<file path="src/rtl/des_result_uart_tx.sv">
// rtl/des_result_uart_tx.sv - 8N1 UART transmitter for the 64-bit 3DES result block.
// Optional DES_TX_HEX_ASCII_EN: send 16 uppercase ASCII hex characters plus CR/LF instead of 8 raw bytes.
module des_result_uart_tx #(
  parameter int CLKS_PER_BIT = 868
) (
  input  logic        clk,
  input  logic        rst_n,
  input  logic        start,
  input  logic [1:64] data_in,
  output logic        tx,
  output logic        busy,
  output logic        done
);

  localparam int CW = (CLKS_PER_BIT > 1) ? $clog2(CLKS_PER_BIT) : 1;
  localparam logic [CW-1:0] LP_CNT_MAX = CW'(CLKS_PER_BIT - 1);
`ifdef DES_TX_HEX_ASCII_EN
  localparam logic [4:0] LP_LAST_CHAR = 5'd17;
`else
  localparam logic [4:0] LP_LAST_CHAR = 5'd7;
`endif

  typedef enum logic [1:0] {
    IDLE  = 2'd0,
    START = 2'd1,
    DATA  = 2'd2,
    STOP  = 2'd3
  } state_t;

  state_t          r_state;
  state_t          w_state_nxt;
  logic [CW-1:0]   r_clk_cnt;
  logic [2:0]      r_bit_idx;
  logic [4:0]      r_char_idx;
  logic [63:0]     r_shift;
  logic            r_tx;
  logic            r_busy;
  logic            r_done;
  logic            w_tx_nxt;
  logic            w_busy_nxt;
  logic            w_done_nxt;
  logic            w_load;
  logic            w_next_char;
  logic            w_bit_end;
  logic [7:0]      w_char;

  assign w_bit_end = (r_clk_cnt == LP_CNT_MAX);

`ifdef DES_TX_HEX_ASCII_EN
  logic [3:0] w_nibble;

  // Nibbles are consumed from the top of the shift register; characters 16/17 are the CR/LF trailer.
  always_comb begin
    w_nibble = r_shift[63:60];
    if (r_char_idx == 5'd16) begin
      w_char = 8'h0D;
    end else if (r_char_idx == 5'd17) begin
      w_char = 8'h0A;
    end else if (w_nibble < 4'd10) begin
      w_char = {4'h3, w_nibble};
    end else begin
      w_char = 8'h37 + {4'h0, w_nibble};
    end
  end
`else
  assign w_char = r_shift[63:56];
`endif

  always_ff @(posedge clk or negedge rst_n) begin
    if (!rst_n) begin
      r_state <= IDLE;
      r_tx    <= 1'b1;
      r_busy  <= 1'b0;
      r_done  <= 1'b0;
    end else begin
      r_state <= w_state_nxt;
      r_tx    <= w_tx_nxt;
      r_busy  <= w_busy_nxt;
      r_done  <= w_done_nxt;
    end
  end

  // Outputs are computed for the next state so tx/busy/done come straight from flops.
  always_comb begin
    w_state_nxt = r_state;
    w_tx_nxt    = 1'b1;
    w_busy_nxt  = 1'b1;
    w_done_nxt  = 1'b0;
    w_load      = 1'b0;
    w_next_char = 1'b0;
    case (r_state)
      IDLE: begin
        w_busy_nxt = 1'b0;
        if (start) begin
          w_state_nxt = START;
          w_tx_nxt    = 1'b0;
          w_busy_nxt  = 1'b1;
          w_load      = 1'b1;
        end
      end
      START: begin
        w_tx_nxt = 1'b0;
        if (w_bit_end) begin
          w_state_nxt = DATA;
          w_tx_nxt    = w_char[0];
        end
      end
      DATA: begin
        w_tx_nxt = w_char[r_bit_idx];
        if (w_bit_end) begin
          if (r_bit_idx == 3'd7) begin
            w_state_nxt = STOP;
            w_tx_nxt    = 1'b1;
          end else begin
            w_tx_nxt = w_char[r_bit_idx + 3'd1];
          end
        end
      end
      STOP: begin
        if (w_bit_end) begin
          if (r_char_idx == LP_LAST_CHAR) begin
            w_state_nxt = IDLE;
            w_busy_nxt  = 1'b0;
            w_done_nxt  = 1'b1;
          end else begin
            w_state_nxt = START;
            w_tx_nxt    = 1'b0;
            w_next_char = 1'b1;
          end
        end
      end
      default: begin
        w_state_nxt = IDLE;
        w_busy_nxt  = 1'b0;
      end
    endcase
  end

  always_ff @(posedge clk or negedge rst_n) begin
    if (!rst_n) begin
      r_clk_cnt  <= '0;
      r_bit_idx  <= 3'd0;
      r_char_idx <= 5'd0;
      r_shift    <= 64'd0;
    end else begin
      if (r_state == IDLE || w_bit_end) begin
        r_clk_cnt <= '0;
      end else begin
        r_clk_cnt <= r_clk_cnt + 1'b1;
      end

      if (w_load) begin
        r_bit_idx <= 3'd0;
      end else if (r_state == DATA && w_bit_end) begin
        r_bit_idx <= r_bit_idx + 3'd1;
      end

      if (w_load) begin
        r_char_idx <= 5'd0;
        r_shift    <= data_in;
      end else if (w_next_char) begin
        r_char_idx <= r_char_idx + 5'd1;
`ifdef DES_TX_HEX_ASCII_EN
        r_shift    <= {r_shift[59:0], 4'h0};
`else
        r_shift    <= {r_shift[55:0], 8'h00};
`endif
      end
    end
  end

  assign tx   = r_tx;
  assign busy = r_busy;
  assign done = r_done;

endmodule
</file>
<file path="config.mk">
export PLATFORM = sky130hd
export DESIGN_NAME = des_result_uart_tx
export DESIGN_NICKNAME = d
export VERILOG_FILES = /design/src/rtl/des_result_uart_tx.sv
export SDC_FILE = /design/constraint.sdc
export NUM_CORES = 1
export LEC_CHECK = 0
export CAP_MARGIN = 20
export CORE_MARGIN = 2
export CORE_UTILIZATION = 50
export CTS_BUF_LIST = sky130_fd_sc_hd__clkbuf_4
export DETAILED_ROUTE_END_ITERATION = 7
export PLACE_DENSITY_LB_ADDON = 0.05
export SYNTH_ARGS = -nofsm -noshare
export SYNTH_HDL_FRONTEND = slang
export SYNTH_SLANG_ARGS = --single-unit
</file>
<file path="constraint.sdc">
create_clock -name clk -period 2 [get_ports clk]
set_input_delay 0.2 -clock clk [delete_from_list [all_inputs] [get_ports clk]]
set_output_delay 0.2 -clock clk [all_outputs]
set_load 0.01 [all_outputs]
</file>
# [After elaboration in Yosys (flattened, before gate mapping)]
# Cells that the tools add are included.
[word_totals] reg_bits=87 in_bits=67 output_inout_bits=3
[classes] addsub=3 magnitude_cmp=2 eq_ne=11 mux=34 reduce_logical=6
[op_table] cell="two-way mux 64 bit" n=2
[op_table] cell="two-way mux 1 bit" n=17
[op_table] cell="adder 10 x 1 -> 10 bit (second input constant)" n=1
[op_table] cell="equality test 10 bit (second input constant)" n=1
[op_table] cell="two-way mux 10 bit" n=1
[op_table] cell="two-way mux 2 bit" n=5
[op_table] cell="two-way mux 5 bit" n=2
[op_table] cell="inequality test 2 bit (second input constant)" n=5
[op_table] cell="less-than comparator 3 x 4 -> 1 bit (second input constant)" n=2
[op_table] cell="one-hot mux 2 bit (4 select lines)" n=1
[op_table] cell="binary-select mux 1 bit (select 3 bit)" n=2
[op_table] cell="two-way mux 3 bit" n=2
[op_table] cell="adder 5 x 1 -> 5 bit (second input constant)" n=1
[op_table] cell="equality test 5 x 3 -> 1 bit (second input constant)" n=1
[op_table] cell="AND reduction 5 bit" n=1
[op_table] cell="equality test 2 bit (second input constant)" n=2
[op_table] cell="one-hot mux 1 bit (4 select lines)" n=1
[op_table] cell="nonzero test 2 bit" n=2
[op_table] cell="adder 3 x 1 -> 3 bit (second input constant)" n=1
[op_table] cell="equality test 3 bit (second input constant)" n=1
[op_table] cell="equality test 2 x 1 -> 1 bit (second input constant)" n=1
[op_table] cell="zero test 2 bit" n=1
[op_table] cell="one-hot mux 1 bit (2 select lines)" n=1
[op_table] cell="logical AND 1 bit" n=1
[op_table] cell="logical OR 1 bit" n=1

# [Depth between registers and ports, before layout]
# Gate-level depths: netlist of run 1.
[logic_depth] ltp_word=6 ltp_mapped=8 ltp_nobuf=6

# [Worst setup path before layout of run 1]
# No wires, ideal clock.
[synth_timing] path_kind="flip-flop to flip-flop" start="register r_clk_cnt[0]" end="register r_state[1]" setup_time_ps=125 arrival_ps=1677 required_ps=1875 setup_slack_ps=198 stages_incl_launch_ff=6 n_path_buf=0 period_less_slack_ps=1802 path_cell_list="dfrtp_1 > ha_1 > nor3b_4 > nand4_1 > a221oi_1 > mux2_2"
[synth_via] elab_chain_cells=3 word_cells_on_any_way=5 cone_classes="eq/ne (4); reduce/logical (1)"
[synth_lines] element="from (decl)" line_no="32" text="logic [CW-1:0] r_clk_cnt;"
[synth_lines] element="from (signal assigned)" line_no="149" text="r_clk_cnt <= r_clk_cnt + 1'b1;"
[synth_lines] element="equality test 10 bit *" line_no="47" text="assign w_bit_end = (r_clk_cnt == LP_CNT_MAX);"
[synth_lines] element="inequality test 2 bit (no source line)"
[synth_lines] element="AND reduction 5 bit (no source line) *"
[synth_lines] element="to (signal assigned)" line_no="76" text="r_state <= w_state_nxt;"
[synth_lines] element="to (decl)" line_no="30" text="state_t r_state;"
# Mark *: on every way between the ends. The rest lies on a longest branch, timed or not.
# A chain may end at the register's enable or synchronous reset.

# [Final worst setup path of run 1]
# Same ends and word-level chain as after synthesis.

==> metrics, run 1 <==
Worst-Skew Late Latency 0.42 ns; RR Endpoint r_state[1]; Mapped Avg Cell Area 9.010 um2; Core Rows 34; min-delay worst type in2async; final setup fails 0; Comb power frac 0.375; Fillers 775; reg2reg start r_clk_cnt[0]; remaining global-route overflow 0; CP Launch Type flip-flop; sequential power share 0.455; peak supply drop 642.1 uV; fin util 0.6315; vias in the first global route 3848; nets 622; sequential cell area fraction in the yosys report 0.4914; clock share of power 0.170; Post-DP HPWL 7253 um; reg2reg setup slack 0.05 ns; Net Sw Frac 0.3745; final hold viol count 0; n_diodes 0; Die W 98.16 um; clk sinks 87; Switch Pwr 2408 uW; CTS tree built; Worst-Margin Slew 0.5998 ns; status complete, no violations; TritonRoute pass-1 iters 4; Initial Util 0.5108; total CTS buffers 9; Critical Path Fanout Max 6; power per cell area 1173 mW/mm2; largest net degree at the start of global routing 67; GPL Wtd Cong 0.7970; Clock Path Buffers 2; ANT nets after route 0; vias 3936; Worst Reg2Reg Path Length in Cells 5; root buffer cell clkbuf_4; clock skew 0.01697 ns; first-pass GRT wire length 18240 um; ratio of cells with drive above 1 in the final layout 0.09273; Synth area leaders dfrtp_1 (49%), a31oi_1 (8.0%), o21ai_0 (7.5%); synthesized instance count 492; Max Cap Viol 0; DRC 0; Critical Path AT 2.27 ns; period utilisation layout 0.9725; Final min period 1.945 ns; Pins Over Slew Limit 0; kind of critical path reg2reg; area grow syn2layout 23.62%; CP Capture Type flip-flop; clock-pin slew on the worst setup and hold paths 0.14 ns; WP buf/inv 0; Synth top area share 0.4855; post-synth cell types 46; critical path's slowest cell dfrtp_1; crit path cell chain ha_2 > nor3b_4 > nand4_1 > a221oi_2 > mux2_2; IO Pins 70; Most used DFF post-synth dfrtp_1; initial antenna violation count 0; Total Wirelength 10840 um; Slew Limit Headroom 0.6001; fmax 514.1 MHz; most frequent cell after synthesis dfrtp_1; die area 0.009635 mm2; Worst Path Required 2.33 ns; cell-internal power 4022 uW; Synth Net Count 568; final hold slack 0.3183 ns; YS warnings 0; die height 98.16 um; fraction of registers with async set/reset 1.000; CORE AREA 0.008678 mm2; leak pwr 0.002102 uW; most frequent cells after synthesis dfrtp_1 (86), o21ai_0 (66), nand3_1 (64); Mapped Area 0.004433 mm2; Iter 0 DRT Violations 229; port buffer count 69; flops & latches, synth 87; Vias/cell 5.982; GRT Total Usage 0.2299; area leader, netlist dfrtp_1; DR WL/cell 16.47 um; max incr delay on CP 0.40 ns; cell family with most CP delay simple AND/OR/NAND/NOR gates; EDFF count, synth 0; H-tree depth 3
logic make-up (layout without fill, tap and decap cells):
logic type	count (synthesis)	after routing	synth area share
adder cells (fa/ha/maj)	9	9	0.02540
buffers and inverters	54	112	0.05306
XOR/XNOR	8	8	0.01581
AND/OR/NAND/NOR	177	177	0.1936
multiplexers	10	10	0.02597
AO/OA/AOI/OAI	147	147	0.1948
flip-flops	87	87	0.4914
what timing repair did:
| action | CTS | global route |
|---|---|---|
| endpoints found under the setup margin | 1 | 42 |
| hold buffers | 1 | 0 |
| resized for setup | 1 | 4 |
| setup buffers | 0 | 2 |
| pin swaps | 0 | 3 |
| hold endpoints to repair | 43 | 0 |
state kept, by name (all words and copies together), names as in the netlist:
signal,flops
r_shift,64
done,1
r_clk_cnt,10
r_state,2
busy,1
r_bit_idx,3
tx,1
r_char_idx,5
area by class of cell:
class                      count  area (um2)  area share
tap                          108       135.1     0.02466
timing repair buffer          91       947.2      0.1728
sequential                    87        2178      0.3975
clock inverter                 6       86.33     0.01575
clock buffer                   9       67.56     0.01233
multi-input combinational    351        2043      0.3728
inverter                       6       22.52    0.004110
through the flow:
step / setup TNS, ns / worst slack, ns / total power [uW] / cells / area (um2)
floorplan: 0 / 0.1984 / 4404 / 492 / 4433
global placement: 0 / 0.1112 / 5199 / 640 / 5284
detailed placement: 0 / 0.003836 / 5279 / 640 / 5284
CTS: 0 / 0.01051 / 6371 / 656 / 5450
global route: -0.03204 / -0.03204 / 6890 / 658 / 5480
finish: 0 / 0.05497 / 6430 / 658 / 5480
worst max path at each step:
stage / startpoint / endpoint / slack, ns / cells past startpoint
2_1_floorplan: r_clk_cnt[0] / r_state[1] / 0.20 / 5
3_3_place_gp: r_clk_cnt[0] / r_state[1] / 0.11 / 5
3_5_place_dp: r_clk_cnt[0] / r_shift[5] / 0.004 / 6
4_1_cts: r_clk_cnt[0] / r_state[1] / 0.01 / 5
5_1_grt: r_clk_cnt[0] / r_state[1] / -0.03 / 5
6_report: r_clk_cnt[0] / r_state[1] / 0.05 / 5
metal layers:
metal | vias up | global-route usage | wire length [um]
li1 | 1892 | - | -
met1 | 1920 | 0.3283 | 4963
met2 | 111 | 0.3646 | 5125
met3 | 13 | 0.04152 | 584
met4 | 0 | 0.06322 | 161
met5 | - | 0 | 0
layout by cell type (no fill, tap or decap), types with 3 or more instances in the layout:
cell type,count
dfrtp_1,86
clkdlybuf4s50_1,68
o21ai_0,66
nand3_1,64
nor2_1,60
a31oi_1,57
nand2_1,18
buf_4,14
clkbuf_4,9
nor3_1,8
ha_1,8
mux2i_1,7
a21oi_1,7
buf_12,7
inv_1,6
nand4_1,5
xor2_1,5
and3_1,3
xnor2_1,3
o31ai_1,3
or4_1,3
power groups by stage:
stage | Clock, uW | Combinational [uW] | Sequential [uW]
final | 1100 | 2410 | 2920
after global routing | 1190 | 2710 | 2990
after CTS | 1110 | 2350 | 2910
after detailed placement | 0 | 2330 | 2950
after global placement | 0 | 2270 | 2930
after floorplan | 0 | 1630 | 2770
No activity file was read; power rests on OpenSTA's default activity.
==> run 2: changes to the inputs <==
CTS_CLUSTER_SIZE = 28   (was not set)
clock period = 1.82 ns   (was 2 ns; I/O delays follow)
==> metrics, run 2 (synthesis results as in run 1) <==
status finished, violations left (was complete, no violations); failing checks negative setup slack; kind of critical path reg2reg (unchanged); clock skew 0.01609 ns (was 0.01697 ns); most frequent cells in the layout dfrtp_1 (86), clkdlybuf4s50_1 (68), o21ai_0 (63) (was dfrtp_1 (86), clkdlybuf4s50_1 (68), o21ai_0 (66)); Die W 98.16 um (unchanged); Setup WS pre-CTS -0.04478 ns (was 0.003836 ns); Clock Path Buffers 2 (unchanged); ANT nets after route 0 (unchanged); root buffer cell clkbuf_4 (unchanged); clk sinks 87 (unchanged); Pins Over Slew Limit 0 (unchanged); vias in the first global route 3950 (was 3848); RSZ-0062 raised after global routing true; CP Capture Type flip-flop (unchanged); die height 98.16 um (unchanged); Iter 0 DRT Violations 246 (was 229); first-pass GRT wire length 18750 um (was 18240 um); Vias/cell 5.968 (was 5.982); register area 0.002178 mm2 (unchanged); final instance area 0.005828 mm2 (was 0.005480 mm2); largest net degree at the start of global routing 69 (was 67); Fillers 723 (was 775); max FFs per register 64 (unchanged); final setup fails 3 (was 0); min-delay worst type in2async (unchanged); power per cell area 1247 mW/mm2 (was 1173 mW/mm2); clock-pin slew on the worst setup and hold paths 0.15 ns (was 0.14 ns); total CTS buffers 9 (unchanged); TritonRoute pass-1 iters 5 (was 4); n_diodes 0 (unchanged); Slew Limit Headroom 0.6758 (was 0.6001); most common cell after layout, fill and taps aside dfrtp_1 (unchanged); GPL Wtd Cong 0.8238 (was 0.7970); Core Rows 34 (unchanged); Post-DP HPWL 7405 um (was 7253 um); Net Sw Frac 0.3768 (was 0.3745); sequential power share 0.439 (was 0.455); area grow syn2layout 31.47% (was 23.62%); worst setup margin -0.01340 ns (was 0.05497 ns); port buffer count 69 (unchanged); initial antenna violation count 0 (unchanged); DR WL/cell 16.64 um (was 16.47 um); CTS tree built (unchanged); H-tree depth 3 (unchanged); Worst Path Required 2.14 ns (was 2.33 ns); die area 0.009635 mm2 (unchanged); Max Cap Viol 0 (unchanged); multi-input logic area 0.002145 mm2 (was 0.002043 mm2); DRC 0 (unchanged); final hold viol count 0 (unchanged); Largest regs r_shift (64), r_clk_cnt (10), r_char_idx (5) (unchanged); dpl cell area 0.005411 mm2 (was 0.005284 mm2); Final min period 1.833 ns (was 1.945 ns); peak supply drop 626.5 uV (was 642.1 uV); vias 4052 (was 3936); CORE AREA 0.008678 mm2 (unchanged); ratio of cells with drive above 1 in the final layout 0.1559 (was 0.09273); nets 642 (was 622); CP Launch Type flip-flop (unchanged); IO Pins 70 (unchanged); Critical Path AT 2.15 ns (was 2.27 ns); Reg with most FFs r_shift (unchanged); Worst-Margin Slew 0.4863 ns (was 0.5998 ns); clock share of power 0.170 (about the same); Comb power frac 0.391 (was 0.375); Total Wirelength 11300 um (was 10840 um); fmax 545.4 MHz (was 514.1 MHz); fin util 0.6716 (was 0.6315); Switch Pwr 2738 uW (was 2408 uW); leak pwr 0.002244 uW (was 0.002102 uW); cell-internal power 4530 uW (was 4022 uW); Worst-Skew Late Latency 0.43 ns (was 0.42 ns); GRT Total Usage 0.2360 (was 0.2299); Initial Util 0.5108 (unchanged); period utilisation layout 1.007 (was 0.9725); Critical Path Fanout Max 5 (was 6); remaining global-route overflow 0 (unchanged)
-- run 2: cell count changes in the layout (fill, tap and decap cells not counted), moves of 8 or more --
cell / change
nand3_1: -8
buf_6: +8
nand3_2: +8
buf_4: +8
-- run 2: layout make-up --
class	count	share of cell area
Tap cell	108	0.02319
Clock buffer	9	0.01159
Multi-Input combinational cell	351	0.3680
Sequential cell	87	0.3738
Timing Repair Buffer	111	0.2029
Inverter	6	0.003864
Clock inverter	7	0.01675
-- run 2: worst max-delay path: stages (launching register included) --
cell and delay, ns:
dfrtp_1 0.39, ha_2 0.18, nor3b_4 0.30, nand4_1 0.19, a221oi_2 0.35, mux2_4 0.33
-- run 2: stage by stage --
step	total power, uW	TNS (ns)	hold WS, ns	std cells
2_1_floorplan	4839	0	-0.1136	492
3_3_place_gp	5823	0	0.1798	652
3_5_place_dp	5903	-0.04967	0.1748	652
4_1_cts	7169	-0.01653	0.2454	669
5_1_grt	7804	-2.700	0.2584	679
6_report	7268	-0.02366	0.2475	679
-- run 2: what timing repair did --
item	CTS	global route
gates cloned	0	2
hold endpoints to repair	29	0
gates resized for setup	2	36
setup buffers	0	8
pin swaps	0	42
hold buffers	1	0
endpoints found under the setup margin	4	71
-- run 2: layer usage --
metal | up-vias | wire length, um | GRT usage
met5 | - | 0 | 0
met4 | 0 | 144 | 0.07165
met3 | 13 | 489 | 0.03364
met2 | 130 | 5456 | 0.3841
met1 | 1975 | 5206 | 0.3313
li1 | 1934 | - | -
-- run 2: path summary, 6_finish.rpt --
path                         startpoint      endpoint  slack, ns  cells after the start
setup / recovery           r_clk_cnt[1]    r_state[1]      -0.01                      5
hold / removal                    rst_n   r_shift[45]       0.25                      2
setup reg to reg           r_clk_cnt[1]    r_state[1]      -0.01                      5
hold reg to reg            r_clk_cnt[9]  r_clk_cnt[9]       0.51                      1
max in group asynchronous         rst_n   r_shift[63]       1.03                      3
min in group clk            data_in[16]   r_shift[48]       0.31                      3
-- run 2: power groups by stage --
| stage | Clock, uW | Sequential, uW | Combinational (uW) |
|---|---|---|---|
| 2_1_floorplan | 0 | 3050 | 1790 |
| 3_5_place_dp | 0 | 3210 | 2690 |
| 5_1_grt | 1340 | 3270 | 3190 |
| 4_1_cts | 1270 | 3170 | 2730 |
| 3_3_place_gp | 0 | 3190 | 2640 |
| 6_report | 1240 | 3190 | 2840 |
==> run 3: changes to the inputs <==
CORE_UTILIZATION = 45   (was 50)
==> metrics, run 3 (synthesis results as in run 1) <==
max FFs per register 64 (unchanged); root buffer cell clkbuf_4 (unchanged); failing checks negative setup slack (unchanged); sequential power share 0.435 (was 0.439); port buffer count 69 (unchanged); TritonRoute pass-1 iters 4 (was 5); Final Power 7301 uW (was 7268 uW); Vias/cell 5.737 (was 5.968); worst setup margin -0.002361 ns (was -0.01340 ns); Die W 103.3 um (was 98.16 um); DR WL/cell 16.80 um (was 16.64 um); Final min period 1.822 ns (was 1.833 ns); most common cell after layout, fill and taps aside dfrtp_1 (unchanged); critical path's slowest cell dfrtp_1 (unchanged); Switch Pwr 2781 uW (was 2738 uW); ANT nets after route 0 (unchanged); Core Rows 36 (was 34); Critical Path AT 2.15 ns (about the same); vias 4016 (was 4052); Critical Path Fanout Max 5 (unchanged); die area 0.01066 mm2 (was 0.009635 mm2); RSZ-0062 raised after global routing true (unchanged); Worst-Skew Late Latency 0.43 ns (about the same); clock share of power 0.153 (was 0.170); leak pwr 0.002201 uW (was 0.002244 uW); total CTS buffers 9 (unchanged); DRC 0 (unchanged); GRT Total Usage 0.2190 (was 0.2360); ratio of cells with drive above 1 in the final layout 0.1287 (was 0.1559); fin util 0.5902 (was 0.6716); status finished, violations left (unchanged); Worst Path Required 2.15 ns (was 2.14 ns); dpl cell area 0.005410 mm2 (was 0.005411 mm2); CTS tree built (unchanged); area grow syn2layout 28.93% (was 31.47%); Setup WS pre-CTS -0.03588 ns (was -0.04478 ns); final setup fails 1 (was 3); Iter 0 DRT Violations 226 (was 246); Total Wirelength 11760 um (was 11300 um); vias in the first global route 3755 (was 3950); CP Capture Type flip-flop (unchanged); Comb power frac 0.412 (was 0.391); final hold viol count 0 (unchanged); nets 638 (was 642); peak supply drop 464.9 uV (was 626.5 uV); Fillers 907 (was 723); fmax 548.7 MHz (was 545.4 MHz); clk sinks 87 (unchanged); Post-DP HPWL 7512 um (was 7405 um); initial antenna violation count 0 (unchanged); cell-internal power 4521 uW (was 4530 uW); Net Sw Frac 0.3809 (was 0.3768); Setup TNS -0.002361 ns (was -0.02366 ns); H-tree depth 3 (unchanged); Slew Limit Headroom 0.7153 (was 0.6758); GPL Wtd Cong 0.7937 (was 0.8238); Largest regs r_shift (64), r_clk_cnt (10), r_char_idx (5) (unchanged); CP Launch Type flip-flop (unchanged); clock skew 0.01761 ns (was 0.01609 ns); final instance area 0.005715 mm2 (was 0.005828 mm2); first-pass GRT wire length 18290 um (was 18750 um); min-delay worst type in2async (unchanged); Initial Util 0.4578 (was 0.5108); CORE AREA 0.009684 mm2 (was 0.008678 mm2); Reg with most FFs r_shift (unchanged); remaining global-route overflow 0 (unchanged); die height 103.3 um (was 98.16 um); IO Pins 70 (unchanged); n_diodes 0 (unchanged); clock-pin slew on the worst setup and hold paths 0.14 ns (was 0.15 ns); largest net degree at the start of global routing 62 (was 69); Pins Over Slew Limit 0 (unchanged); Worst-Margin Slew 0.4270 ns (was 0.4863 ns); power per cell area 1277 mW/mm2 (was 1247 mW/mm2); multi-input logic area 0.002083 mm2 (was 0.002145 mm2); register area 0.002178 mm2 (unchanged); period utilisation layout 1.001 (was 1.007); Max Cap Viol 0 (unchanged); Clock Path Buffers 2 (unchanged); max incr delay on CP 0.39 ns (about the same); kind of critical path reg2reg (unchanged); most frequent cells in the layout dfrtp_1 (86), clkdlybuf4s50_1 (68), nand3_1 (64), o21ai_0 (64), nor2_1 (61) (was dfrtp_1 (86), clkdlybuf4s50_1 (68), o21ai_0 (63)); crit path cell chain ha_2 > nor3b_4 > buf_6 > nand4_1 > a221oi_2 > mux2_4 (was ha_2 > nor3b_4 > nand4_1 > a221oi_2 > mux2_4)
run 3: area by class of cell:
| class | instances | area share |
|---|---|---|
| clock buffer | 9 | 0.01182 |
| tap | 133 | 0.02912 |
| clock inverter | 7 | 0.01248 |
| timing repair buffer | 106 | 0.1970 |
| multi-input combinational | 352 | 0.3645 |
| sequential | 87 | 0.3811 |
| inverter | 6 | 0.003940 |
run 3: power groups by stage:
stage | clock (uW) | sequential (uW) | combinational (uW)
global placement | 0 | 3200 | 2630
detailed placement | 0 | 3210 | 2690
global route | 1230 | 3260 | 3360
finish | 1120 | 3180 | 3010
floorplan | 0 | 3050 | 1790
CTS | 1150 | 3170 | 2730
run 3: repair_timing:
action / CTS / global route
hold buffers: 1 / 0
hold endpoints to repair: 26 / 0
buffers inserted: 0 / 4
gates resized for setup: 3 / 18
gates cloned: 0 / 3
pin swaps: 0 / 7
endpoints found under the setup margin: 7 / 72
run 3: per-stage QoR:
step / std cells / hold slack, ns
after global placement: 676 / 0.1432
final: 700 / 0.2204
after detailed placement: 676 / 0.1499
after floorplan: 492 / -0.1136
after CTS: 693 / 0.2165
after global routing: 700 / 0.2238
run 3: metal layers:
metal  global-route usage  vias up  wire [um]
li1                     -     1934          -
met1               0.3166     1957       5434
met2               0.3437      109       5628
met3              0.02554       16        490
met4              0.07692        0        204
met5                    0        -          0
run 3: path summary, 6_finish.rpt:
| kind | start | endpoint | slack [ns] | cells after the start |
|---|---|---|---|---|
| max in group asynchronous | rst_n | r_shift[10] | 1.04 | 3 |
| worst max-delay path | r_clk_cnt[1] | r_state[1] | -0.002 | 6 |
| worst min register to register | r_clk_cnt[9] | r_clk_cnt[9] | 0.53 | 1 |
| worst max register to register | r_clk_cnt[1] | r_state[1] | -0.002 | 6 |
| min in group clk | data_in[58] | r_shift[6] | 0.29 | 3 |
| worst min-delay path | rst_n | r_bit_idx[0] | 0.22 | 2 |
run 3: worst max-delay path: cells and delay by family, from the launching register on:
kind	cells	cell delay (ns)
AO/OA/AOI/OAI	1	0.34
adder cells (fa/ha/maj)	1	0.19
buffers and inverters	1	0.15
flip-flops	1	0.39
multiplexers	1	0.33
AND/OR/NAND/NOR	2	0.33
